**src/rtl/fetch_pkg.sv**
```systemverilog
// Shared types for the instruction fetch stage: the buffered entry, the
// instruction memory request/response pair and the bundled stage I/O.
package fetch_pkg;

    localparam int XLEN = 32;

    // One buffered instruction together with the PC it was fetched from.
    typedef struct packed {
        logic [XLEN-1:0] pc;
        logic [XLEN-1:0] inst;
    } fetch_entry_type;

    // Instruction memory request: a single word fetch.
    typedef struct packed {
        logic            valid;
        logic [XLEN-1:0] addr;
    } imem_req_type;

    // Instruction memory response: ready is a one-cycle completion pulse.
    typedef struct packed {
        logic            ready;
        logic [XLEN-1:0] rdata;
    } imem_rsp_type;

    // Everything the fetch stage samples.
    typedef struct packed {
        imem_rsp_type    imem;
        logic            redir_valid;
        logic [XLEN-1:0] redir_addr;
        logic            inst_ready;
    } fetch_in_type;

    // Everything the fetch stage drives.
    typedef struct packed {
        imem_req_type    imem;
        logic            inst_valid;
        fetch_entry_type inst;
    } fetch_out_type;

    // Force a byte address onto a word boundary.
    function automatic logic [XLEN-1:0] word_align(input logic [XLEN-1:0] addr);
        return addr & ~32'h3;
    endfunction

endpackage

```
**src/rtl/fetch_fifo.sv**
```systemverilog
// Small first-word-fall-through FIFO of fetch entries. The head is held in
// its own register so the decode-facing outputs never come straight out of
// the storage array. Flush has priority over push and pop.
module fetch_fifo
    import fetch_pkg::*;
#(
    parameter int DEPTH = 4
) (
    input  logic                     clk,
    input  logic                     rst,
    input  logic                     push,
    input  logic                     pop,
    input  logic                     flush,
    input  fetch_entry_type          wr_data,
    output fetch_entry_type          head,
    output logic [$clog2(DEPTH):0]   count
);

    localparam int AW = $clog2(DEPTH);
    localparam int CW = AW + 1;

    fetch_entry_type mem_reg [DEPTH];
    fetch_entry_type head_reg;
    logic [AW-1:0]   wr_ptr_reg;
    logic [AW-1:0]   rd_ptr_reg;
    logic [AW-1:0]   rd_ptr_inc;
    logic [CW-1:0]   count_reg;
    logic            do_push;
    logic            do_pop;
    logic            is_empty;

    assign is_empty   = (count_reg == '0);
    assign do_push    = push && !flush;
    // Popping an empty FIFO is a harmless no-op.
    assign do_pop     = pop && !flush && !is_empty;
    // DEPTH is a power of two, so pointer arithmetic wraps on its own.
    assign rd_ptr_inc = rd_ptr_reg + AW'(1);

    // Storage array; no reset so it can map onto plain memory.
    always_ff @(posedge clk) begin
        if (do_push) begin
            mem_reg[wr_ptr_reg] <= wr_data;
        end
    end

    // Pointers and occupancy.
    always_ff @(posedge clk or negedge rst) begin
        if (!rst) begin
            wr_ptr_reg <= '0;
            rd_ptr_reg <= '0;
            count_reg  <= '0;
        end else if (flush) begin
            wr_ptr_reg <= '0;
            rd_ptr_reg <= '0;
            count_reg  <= '0;
        end else begin
            if (do_push) begin
                wr_ptr_reg <= wr_ptr_reg + AW'(1);
            end
            if (do_pop) begin
                rd_ptr_reg <= rd_ptr_inc;
            end
            if (do_push && !do_pop) begin
                count_reg <= count_reg + CW'(1);
            end else if (!do_push && do_pop) begin
                count_reg <= count_reg - CW'(1);
            end
        end
    end

    // Registered head: takes the incoming entry when it becomes the oldest,
    // otherwise the next stored entry after a pop.
    always_ff @(posedge clk or negedge rst) begin
        if (!rst) begin
            head_reg <= '0;
        end else if (!flush) begin
            if (do_push && (is_empty || (do_pop && count_reg == CW'(1)))) begin
                head_reg <= wr_data;
            end else if (do_pop) begin
                head_reg <= mem_reg[rd_ptr_inc];
            end
        end
    end

    // A push into a full FIFO means the upstream issue throttle is broken.
    always_ff @(posedge clk) begin
        if (rst && !flush) begin
            assert (!(push && count_reg == CW'(DEPTH)));
        end
    end

    assign head  = head_reg;
    assign count = count_reg;

endmodule

```
**src/rtl/fetch_ctrl.sv**
```systemverilog
// Instruction fetch stage. Keeps the PC, issues one word fetch at a time to
// instruction memory, and queues returned instructions for decode. A redirect
// from execute flushes the queue and marks any in-flight fetch as stale.
module fetch_ctrl
    import fetch_pkg::*;
#(
    parameter logic [31:0] PC_RESET = 32'h0000_0000,
    parameter int          DEPTH    = 4
) (
    input  logic        clk,
    input  logic        rst,
    output logic        imem_valid,
    input  logic        imem_ready,
    output logic [31:0] imem_addr,
    input  logic [31:0] imem_rdata,
    input  logic        redir_valid,
    input  logic [31:0] redir_addr,
    output logic        inst_valid,
    input  logic        inst_ready,
    output logic [31:0] inst_pc,
    output logic [31:0] inst_data
);

    localparam int CW = $clog2(DEPTH) + 1;

    fetch_in_type    d;
    fetch_out_type   q;

    logic [31:0]     pc_reg;
    logic [31:0]     pc_next;
    logic [31:0]     addr_reg;
    logic [31:0]     addr_next;
    logic            pending_reg;
    logic            pending_next;
    logic            discard_reg;
    logic            discard_next;
    logic [31:0]     redir_target;
    logic            complete;
    logic            push;
    logic            pop;
    logic            issue;
    logic [CW-1:0]   count;
    fetch_entry_type head;
    fetch_entry_type push_entry;

    assign d.imem.ready  = imem_ready;
    assign d.imem.rdata  = imem_rdata;
    assign d.redir_valid = redir_valid;
    assign d.redir_addr  = redir_addr;
    assign d.inst_ready  = inst_ready;

    assign redir_target = word_align(d.redir_addr);
    assign complete     = pending_reg && d.imem.ready;
    // Data is kept only if it belongs to the current path: not stale from an
    // earlier redirect and not overtaken by a redirect in this very cycle.
    assign push         = complete && !discard_reg && !d.redir_valid;
    assign pop          = q.inst_valid && d.inst_ready;
    // A redirect empties the queue, so it also frees room for a new fetch.
    // Counting the pending request keeps a landing slot reserved for it.
    assign issue        = !pending_reg && (d.redir_valid || count < CW'(DEPTH));
    assign push_entry   = '{pc: addr_reg, inst: d.imem.rdata};

    // Next-state for the PC, the outstanding request and the stale marker.
    always_comb begin
        pc_next      = pc_reg;
        addr_next    = addr_reg;
        pending_next = pending_reg;
        discard_next = discard_reg;

        if (d.redir_valid) begin
            pc_next = redir_target;
        end else if (push) begin
            pc_next = addr_reg + 32'd4;
        end

        if (d.redir_valid && pending_reg && !d.imem.ready) begin
            discard_next = 1'b1;
        end else if (complete) begin
            discard_next = 1'b0;
        end

        // A request is never retracted: address only changes on a new issue.
        if (issue) begin
            pending_next = 1'b1;
            addr_next    = d.redir_valid ? redir_target : pc_reg;
        end else if (complete) begin
            pending_next = 1'b0;
        end
    end

    // Fetch state registers.
    always_ff @(posedge clk or negedge rst) begin
        if (!rst) begin
            pc_reg      <= PC_RESET;
            addr_reg    <= PC_RESET;
            pending_reg <= 1'b0;
            discard_reg <= 1'b0;
        end else begin
            pc_reg      <= pc_next;
            addr_reg    <= addr_next;
            pending_reg <= pending_next;
            discard_reg <= discard_next;
        end
    end

    fetch_fifo #(
        .DEPTH (DEPTH)
    ) u_fifo (
        .clk     (clk),
        .rst     (rst),
        .push    (push),
        .pop     (pop),
        .flush   (d.redir_valid),
        .wr_data (push_entry),
        .head    (head),
        .count   (count)
    );

    // The request valid is exactly the registered pending flag.
    assign q.imem.valid = pending_reg;
    assign q.imem.addr  = addr_reg;
    assign q.inst_valid = (count != '0);
    assign q.inst       = head;

    assign imem_valid = q.imem.valid;
    assign imem_addr  = q.imem.addr;
    assign inst_valid = q.inst_valid;
    assign inst_pc    = q.inst.pc;
    assign inst_data  = q.inst.inst;

endmodule

```
**config.mk**
```make
export PLATFORM = sky130hd
export DESIGN_NAME = fetch_ctrl
export DESIGN_NICKNAME = d
export VERILOG_FILES = /design/src/rtl/fetch_pkg.sv /design/src/rtl/fetch_fifo.sv /design/src/rtl/fetch_ctrl.sv
export SDC_FILE = /design/constraint.sdc
export NUM_CORES = 1
export LEC_CHECK = 0
export BUFFER_PORTS_ARGS = -buffer_cell sky130_fd_sc_hd__buf_2
export CORE_MARGIN = 3
export CORE_UTILIZATION = 59
export CTS_CLUSTER_SIZE = 14
export DETAILED_ROUTE_END_ITERATION = 8
export GPL_ROUTABILITY_DRIVEN = 0
export PLACE_DENSITY = 0.8
export SETUP_SLACK_MARGIN = 0.02
export SYNTH_ARGS = -nofsm -noshare
export SYNTH_HDL_FRONTEND = slang
export SYNTH_HIERARCHICAL = 1
export SYNTH_SLANG_ARGS = --single-unit
```
**constraint.sdc**
```tcl
create_clock -name clk -period 4.76 [get_ports clk]
set_clock_uncertainty 0.15 [all_clocks]
set_input_delay 0.238 -clock clk [delete_from_list [all_inputs] [get_ports clk]]
set_output_delay 0.238 -clock clk [all_outputs]
set_load 0.02 [all_outputs]
```
==> flow_summary.ini, run 1 <==
[placed_design]
io_buffers = 164
dp_cells = 1558
dpl.hpwl_mm = 19.8

[logic_synthesis]
synthTopCellsByCount = 256 x edfxtp_1, 163 x nand2_1, 137 x dfrtp_1
ys_ff_latch = 393
synth.distinct_cells = 53
synth.most_common_cell = edfxtp_1
synthTopCellsByArea = edfxtp_1 47%, dfrtp_1 21%, mux4_2 7.8%
syn_avg_cell_area_um2 = 14.6
synth_top_cell_by_area = edfxtp_1
synth_nets = 1189
synth_edf_count = 256
syn-cell-area_um2 = 16300
syn_inst = 1111
ys.flop_type = edfxtp_1
synthArstFlopShare_pct = 34.9
ys_seq_area_share_pct = 68.3
ys_warn_count = 6
yosysTopAreaCellShare_pct = 47.2

[timing]
relSlewSlack_pct = 30.2
setup_viol = 0
tns_ps = 0
timing.final.crit_share_pct = 74.8
min_period_ps = 3560
worstMarginPinSlew_ps = 1050
max_freq_mhz = 281
rsz0062_at_grt = no
slew_viol_final = 0
finalHoldViolations = 0

[clocking]
cts_tree = yes
cts_setup_buffers = 0
cts.reportedPaths.clkPinSlew_ps = 60
worstSkewPairLatency_ps = 530
htreeDepth = 2
clkSinkCount = 393
cts_made_buffers = 40
cts_max_path_buffers = 3
cts-root-buf = clkbuf_16

[route]
via_per_inst = 5.96
wl_per_cell_um = 21.2
antenna_left = 0
vias = 10101
drt_pre_antenna_iters = 5
drt_iter0_drc = 629
drt_wl_total_mm = 35.9
drc = 0

[power]
power_frac_seq_pct = 50.0
ir_worst_vdd_v = 0.000382
switching_share_pct = 27.9
switchingPower_uw = 2410
powerDensity_nw_per_um2 = 454
p_int_uw = 6250
p_leak_uw = 0.00702
comb_power_share_pct = 15.5
pwr-share-clk_pct = 34.5

[setup_path]
critPathCaptureType = register
r2r-start = imem_valid
worstPathRequired_ps = 4960
worstSetupPathType = register to register
worstReg2RegEnd = u_fifo/head[43]
cp-start-kind = register
cp_max_fo = 52
cp_data_arrival_time_ps = 3760
reg2reg_depth = 9
reg2reg_slack_ps = 1200

[global_route]
grt_pass1_wl_mm = 56.3
grt.total_usage_pct = 24.7
grt_start_max_net_pins = 117
grt_overflow = 0
grt_pass1_vias = 10328
antenna_found_initial = 0

[floorplanning]
ios = 167
fp.dieH_um = 172
start_util_pct = 60.2
fp.dieW_um = 172
rows = 60
dieArea_um2 = 29600
core_area_um2 = 27000

[cells_and_area]
synthToLayoutAreaGrowth_pct = 17.2
final_cells = 1694
nets = 1401
antennaDiodeCount = 0
drive_gt1_share_pct = 23.7
largest_reg_flops = 256

[min_path]
min_path_type = input pin to asynchronous set/reset pin

[run]
drv_cap = 0

[status]
outcome = finished, final reports clean
[cell type report]
class | count | area [um^2]
clock buffer | 59 | 1120
clock inverter | 13 | 119
fill | 1762 | 7950
inverter | 13 | 48.8
multi-input combinational | 636 | 4660
sequential | 393 | 11100
tap | 341 | 427
timing repair buffer | 239 | 1580
[layer usage]
metal	GRT usage (%)	vias up	part of all wire, %
met5	0	-	0
li1	-	4572	-
met1	33.2	5054	41
met4	7.43	0	2.3
met3	4.44	66	6.7
met2	41.9	409	50
[layout by cell type, fill, tap and decap left out, types with 10 or more instances in the layout]
master         netlist  layout
xnor2_1             19      19
nand3_1             15      15
dfrtp_1            137     135
nor2_1             111     111
o21ai_0             19      19
edfxtp_1           256     256
a21oi_1             24      23
mux4_2              56      56
buf_2               19     163
clkbuf_1            25      15
a31oi_1             80      80
dlygate4sd3_1        0      64
mux2i_1             19      19
nand2_1            163     163
nand2_2             10      10
a22oi_1             13      13
clkbuf_16            0      41
inv_1               13      13
[critical path, stage by stage, from the launching register on]
cell and delay, ps:
dfrtp_1 490, nand2_1 120, nor2_2 110, nand2_1 430
inv_1 530, nand2b_4 130, or3_2 650, buf_4 410
nand2_1 200, a31oi_1 120
[worst max path at each step]
| stage | from | end | slack [ps] | cells past startpoint |
|---|---|---|---|---|
| after detailed placement | redir_valid | u_fifo/head[38] | 1200 | 10 |
| after global routing | imem_valid | u_fifo/head[43] | 980 | 9 |
| after CTS | imem_valid | u_fifo/head[43] | 1180 | 9 |
| after global placement | redir_valid | u_fifo/head[50] | 1240 | 10 |
| after floorplan | imem_valid | u_fifo/mem_reg[0][0] | 770 | 8 |
| final | imem_valid | u_fifo/head[43] | 1200 | 9 |
[metrics by stage]
stage	total power, uW	hold WS [ps]	instance area, um^2	setup slack, ps	util (%)
floorplan	5130	-208	16300	766	-
global placement	5640	73.7	17200	1240	63.6
detailed placement	5690	80.4	17200	1200	63.6
CTS	8720	98.5	19100	1180	70.6
global route	9040	123	19100	978	70.6
finish	8660	98.9	19100	1200	70.6
[power by group through the flow]
stage	Clock [uW]	Combinational, uW	Sequential (uW)
2_1_floorplan	0	495	4640
3_3_place_gp	0	1270	4370
3_5_place_dp	0	1300	4390
4_1_cts	3040	1350	4330
5_1_grt	3190	1470	4380
6_report	2990	1350	4330
[kinds of logic after synthesis]
| kind of cell | synth area share [%] |
|---|---|
| xor gates and xnor gates | 1.51 |
| DFF | 68.3 |
| and+or+nand+nor | 9.81 |
| AOI/OAI and AO/OA | 6.05 |
| muxes | 10.4 |
| buffers and inverters | 3.20 |
| adders and majority gates | 0.692 |
[repair_timing]
action,4_1_cts,5_1_grt
gates resized for setup,0,0
hold buffers,64,0
hold endpoints to repair,270,0
(Power assumes the default switching activity.)
==> run 2: changes to the inputs <==
Settings changed: CORE_UTILIZATION 59 to 53, PLACE_DENSITY 0.8 to 0.76.
Clock period 4.76 ns to 3.25 ns, I/O delays scaled along.
==> flow_summary.ini, run 2 (same netlist as run 1, synthesis figures left out) <==
[clocking]
htreeDepth = 2
cts_tree = yes
cts-root-buf = clkbuf_16
cts_made_buffers = 42
cts_setup_buffers = 0
cts_max_path_buffers = 3
cts.reportedPaths.clkPinSlew_ps = 60
clkSinkCount = 393
worstSkewPairLatency_ps = 530

[power]
p_int_uw = 9460
p_leak_uw = 0.00722
comb_power_share_pct = 15.2
pwr-share-clk_pct = 36.2
ir_worst_vdd_v = 0.000428
switchingPower_uw = 3590
switching_share_pct = 27.5
powerDensity_nw_per_um2 = 668
power_frac_seq_pct = 48.6

[floorplanning]
ios = 167
start_util_pct = 54.3
rows = 63
fp.dieH_um = 181
fp.dieW_um = 181
core_area_um2 = 30000
dieArea_um2 = 32800

[setup_path]
cp-start-kind = register
crit_top_cell = nand2_1
cp_max_fo = 51
worstPathRequired_ps = 3480
cp_data_arrival_time_ps = 2990
cpPeakStageDelay_ps = 670
critPathBufInv = 2
critPathTopFamily = simple AND/OR/NAND/NOR gates
critPathCaptureType = register
worstSetupPathType = register to register
reg2reg_slack_ps = 490
path_cells = nand2_1, nor2_2, nand2_1, inv_1, nand2b_4, or3_2, buf_12, nand2_1, a31oi_1
worst_path_max_delay_cell = or3_2

[timing]
rsz0062_at_grt = no
finalHoldViolations = 0
slew_viol_final = 0
min_period_ps = 2760
max_freq_mhz = 363
timing.final.crit_share_pct = 84.9
setup_viol = 0
relSlewSlack_pct = 25.7
tns_ps = 0
worstMarginPinSlew_ps = 1110

[cells_and_area]
drive_gt1_share_pct = 25.3
final_cells = 1768
nets = 1422
most-common-layout-cells = 256 x edfxtp_1, 163 x nand2_1, 163 x buf_2
largest_reg_flops = 256
synthToLayoutAreaGrowth_pct = 20.1
final_common_cell = edfxtp_1
antennaDiodeCount = 0

[global_route]
grt_util_met1_pct = 30.4
grt.busiest_layer = met2
grt.met2_usage_pct = 36.2
grt_use_met3_pct = 3.62
grt_start_max_net_pins = 87
grt_overflow = 0
antenna_found_initial = 0
grt.total_usage_pct = 21.7
grt_pass1_vias = 10362
grt_pass1_wl_mm = 56.8

[placed_design]
io_buffers = 164
dp_cells = 1625
dpl.hpwl_mm = 21.0

[route]
drt_wl_total_mm = 35.6
drc = 0
via_per_inst = 5.75
antenna_left = 0
vias = 10163
wl_per_cell_um = 20.1
drt_pre_antenna_iters = 5
drt_iter0_drc = 640

[run]
drv_cap = 0

[status]
outcome = finished, final reports clean

[min_path]
min_path_type = input pin to asynchronous set/reset pin
run 2: routing by layer:
layer / up-vias / part of all wire (%)
met5: - / 0
met3: 51 / 6.5
met2: 361 / 49
met1: 5136 / 43
li1: 4615 / -
met4: 0 / 1.6
run 2: power by group through the flow:
stage | sequential [uW] | clock, uW | combinational (uW)
floorplan | 6790 | 0 | 725
global placement | 6410 | 0 | 1890
detailed placement | 6440 | 0 | 1930
CTS | 6340 | 4820 | 1990
global route | 6410 | 5050 | 2160
finish | 6340 | 4730 | 1980
run 2: worst reg2reg max path, stage by stage, from the launching register on:
cell and delay, ps:
dfrtp_1 480, nand2_1 120, nor2_2 110, nand2_1 120
inv_1 340, nand2b_4 130, or3_2 670, buf_12 300
nand2_1 120, a31oi_1 90
run 2: final timing paths:
path                       depth (start not counted)       start              endpoint
setup / recovery                                   9  imem_valid       u_fifo/head[28]
hold / removal                                     2         rst       u_fifo/head[11]
setup reg to reg                                   9  imem_valid       u_fifo/head[28]
hold reg to reg                                    2  pc_reg[30]            pc_reg[30]
max in group asynchronous                          3         rst         imem_addr[22]
min in group clk                                   5  inst_ready  u_fifo/rd_ptr_reg[1]
run 2: per-stage QoR:
step	util [%]	cell area [um^2]	total power [uW]	setup WS (ps)	hold WS, ps
after detailed placement	58.4	17500	8360	521	2.20
after CTS	65.2	19500	13200	507	16.5
after global routing	65.2	19500	13600	296	66.9
after global placement	58.4	17500	8300	595	2.08
final	65.2	19500	13100	492	20.5
after floorplan	-	16300	7520	-44.8	-283
run 2: layout make-up:
| cell class | count | area [um^2] |
|---|---|---|
| clock buffers | 62 | 1260 |
| clock inverters | 16 | 135 |
| fillers | 2120 | 10400 |
| inverters | 13 | 48.8 |
| multi-input cells | 636 | 4660 |
| flip-flops and latches | 393 | 11100 |
| well taps | 390 | 488 |
| repair buffers | 258 | 1820 |
run 2: timing repair:
action	4_1_cts	5_1_grt
endpoints found under the hold margin	333	0
gates resized for setup	0	0
hold buffers	65	0
==> run 3: changes to the inputs <==
Settings changed: CORE_UTILIZATION 53 to 59, PLACE_DENSITY 0.76 to 0.8.
Clock period 3.25 ns to 2.6 ns, I/O delays scaled along.
==> flow_summary.ini, run 3 (same netlist as run 1, synthesis figures left out) <==
[placed_design]
dp_cells = 1595
dpl.hpwl_mm = 22.0
io_buffers = 164

[clocking]
cts.reportedPaths.clkPinSlew_ps = 60
cts_setup_buffers = 0
clkSinkCount = 393
cts_tree = yes
worstSkewPairLatency_ps = 520
cts_made_buffers = 39
cts-root-buf = clkbuf_16
htreeDepth = 2
cts_max_path_buffers = 3

[cells_and_area]
most-common-layout-cells = 256 x edfxtp_1, 163 x buf_2, 161 x nand2_1
final_cells = 1731
final_common_cell = edfxtp_1
nets = 1439
largest_reg_flops = 256
antennaDiodeCount = 0
drive_gt1_share_pct = 26.0
synthToLayoutAreaGrowth_pct = 19.9

[timing]
min_period_ps = 2440
relSlewSlack_pct = 30.7
slew_viol_final = 0
finalHoldViolations = 3
rsz0062_at_grt = no
worstMarginPinSlew_ps = 1030
setup_viol = 0
max_freq_mhz = 410
tns_ps = 0
timing.final.crit_share_pct = 93.9
fin_hold_ws_ps = -12.3

[route]
wl_per_cell_um = 21.1
vias = 10325
via_per_inst = 5.96
drt_wl_total_mm = 36.5
antenna_left = 0
drc = 0
drt_pre_antenna_iters = 5
drt_iter0_drc = 776

[power]
p_leak_uw = 0.00723
powerDensity_nw_per_um2 = 808
power_frac_seq_pct = 49.7
pwr-share-clk_pct = 33.4
switching_share_pct = 27.8
p_int_uw = 11400
switchingPower_uw = 4390
ir_worst_vdd_v = 0.000483
comb_power_share_pct = 16.9

[floorplanning]
start_util_pct = 60.2
dieArea_um2 = 29600
core_area_um2 = 27000
fp.dieW_um = 172
rows = 60
fp.dieH_um = 172
ios = 167

[global_route]
grt_start_max_net_pins = 71
grt_overflow = 0
grt.met2_usage_pct = 42.8
grt.busiest_layer = met2
grt_use_met3_pct = 3.75
grt_pass1_wl_mm = 57.0
antenna_found_initial = 0
grt_pass1_vias = 10385
grt_util_met1_pct = 33.7
grt.total_usage_pct = 24.9

[setup_path]
cp_max_fo = 41
cp-start-kind = register
worstPathRequired_ps = 2870
worstSetupPathType = register to register
critPathCaptureType = register
cp_data_arrival_time_ps = 2710

[status]
outcome = finished with violations
violations = hold timing

[run]
drv_cap = 0

[min_path]
min_path_type = input pin to asynchronous set/reset pin
[run 3: changes by cell type in the layout (fill, tap and decap cells not counted), moves of 3 or more]
cell / before / now
clkbuf_16: 46 / 39
buf_4: 19 / 32
clkinv_2: 9 / 6
clkinv_1: 3 / 6
buf_12: 10 / 16
[run 3: layout make-up]
| class | count | area, um^2 |
|---|---|---|
| clock inverters | 16 | 130 |
| fillers | 1683 | 7510 |
| clock buffers | 54 | 1060 |
| flip-flops and latches | 393 | 11100 |
| well taps | 341 | 427 |
| multi-input cells | 637 | 4680 |
| repair buffers | 277 | 2040 |
| inverters | 13 | 48.8 |
[run 3: power by group through the flow]
stage,clock network [uW],logic (uW),registers [uW]
after floorplan,0,912,8490
after global placement,0,2520,7900
after detailed placement,0,2580,7940
after CTS,5350,2670,7820
after global routing,5610,2900,7900
final,5260,2670,7820
[run 3: layer usage]
layer	wire [um]	up-vias	share of wire, %
li1	-	4651	-
met1	14800	5199	41
met2	18600	415	51
met3	2300	60	6.3
met4	790	0	2.2
met5	0	-	0
[run 3: path summary, 6_finish.rpt]
| kind | cells past startpoint | endpoint | slack (ps) | startpoint |
|---|---|---|---|---|
| worst min-delay path | 2 | u_fifo/head[12] | -10 | rst |
| worst max-delay path | 7 | u_fifo/head[35] | 160 | u_fifo/count[1] |
| max in group asynchronous | 3 | u_fifo/head[46] | 1560 | rst |
| worst min register to register | 2 | pc_reg[31] | 360 | pc_reg[31] |
| min in group clk | 6 | u_fifo/rd_ptr_reg[1] | 130 | inst_ready |
| worst max register to register | 7 | u_fifo/head[35] | 160 | u_fifo/count[1] |
[run 3: what timing repair did]
action,in CTS,in global routing
endpoints found under the setup margin,1,0
hold endpoints to repair,363,0
resized for setup,0,0
hold buffers,65,0
[run 3: critical path: stages (launching register included)]
cell     delay, ps
dfrtp_1        400
inv_1          130
ha_1           250
a21oi_2        110
nor3_4         630
buf_12         340
nand2_1        110
a31oi_1        220
[run 3: per-stage QoR]
stage	util (%)	hold slack, ps	total power [uW]	worst slack [ps]	instance area [um^2]
global route	72.2	14.6	16400	54.3	19500
finish	72.2	-12.3	15800	159	19500
detailed placement	65.3	-19.7	10500	28.1	17700
CTS	72.2	1.58	15800	196	19500
floorplan	-	-316	9410	50.6	16300
global placement	65.3	-20.8	10400	121	17700
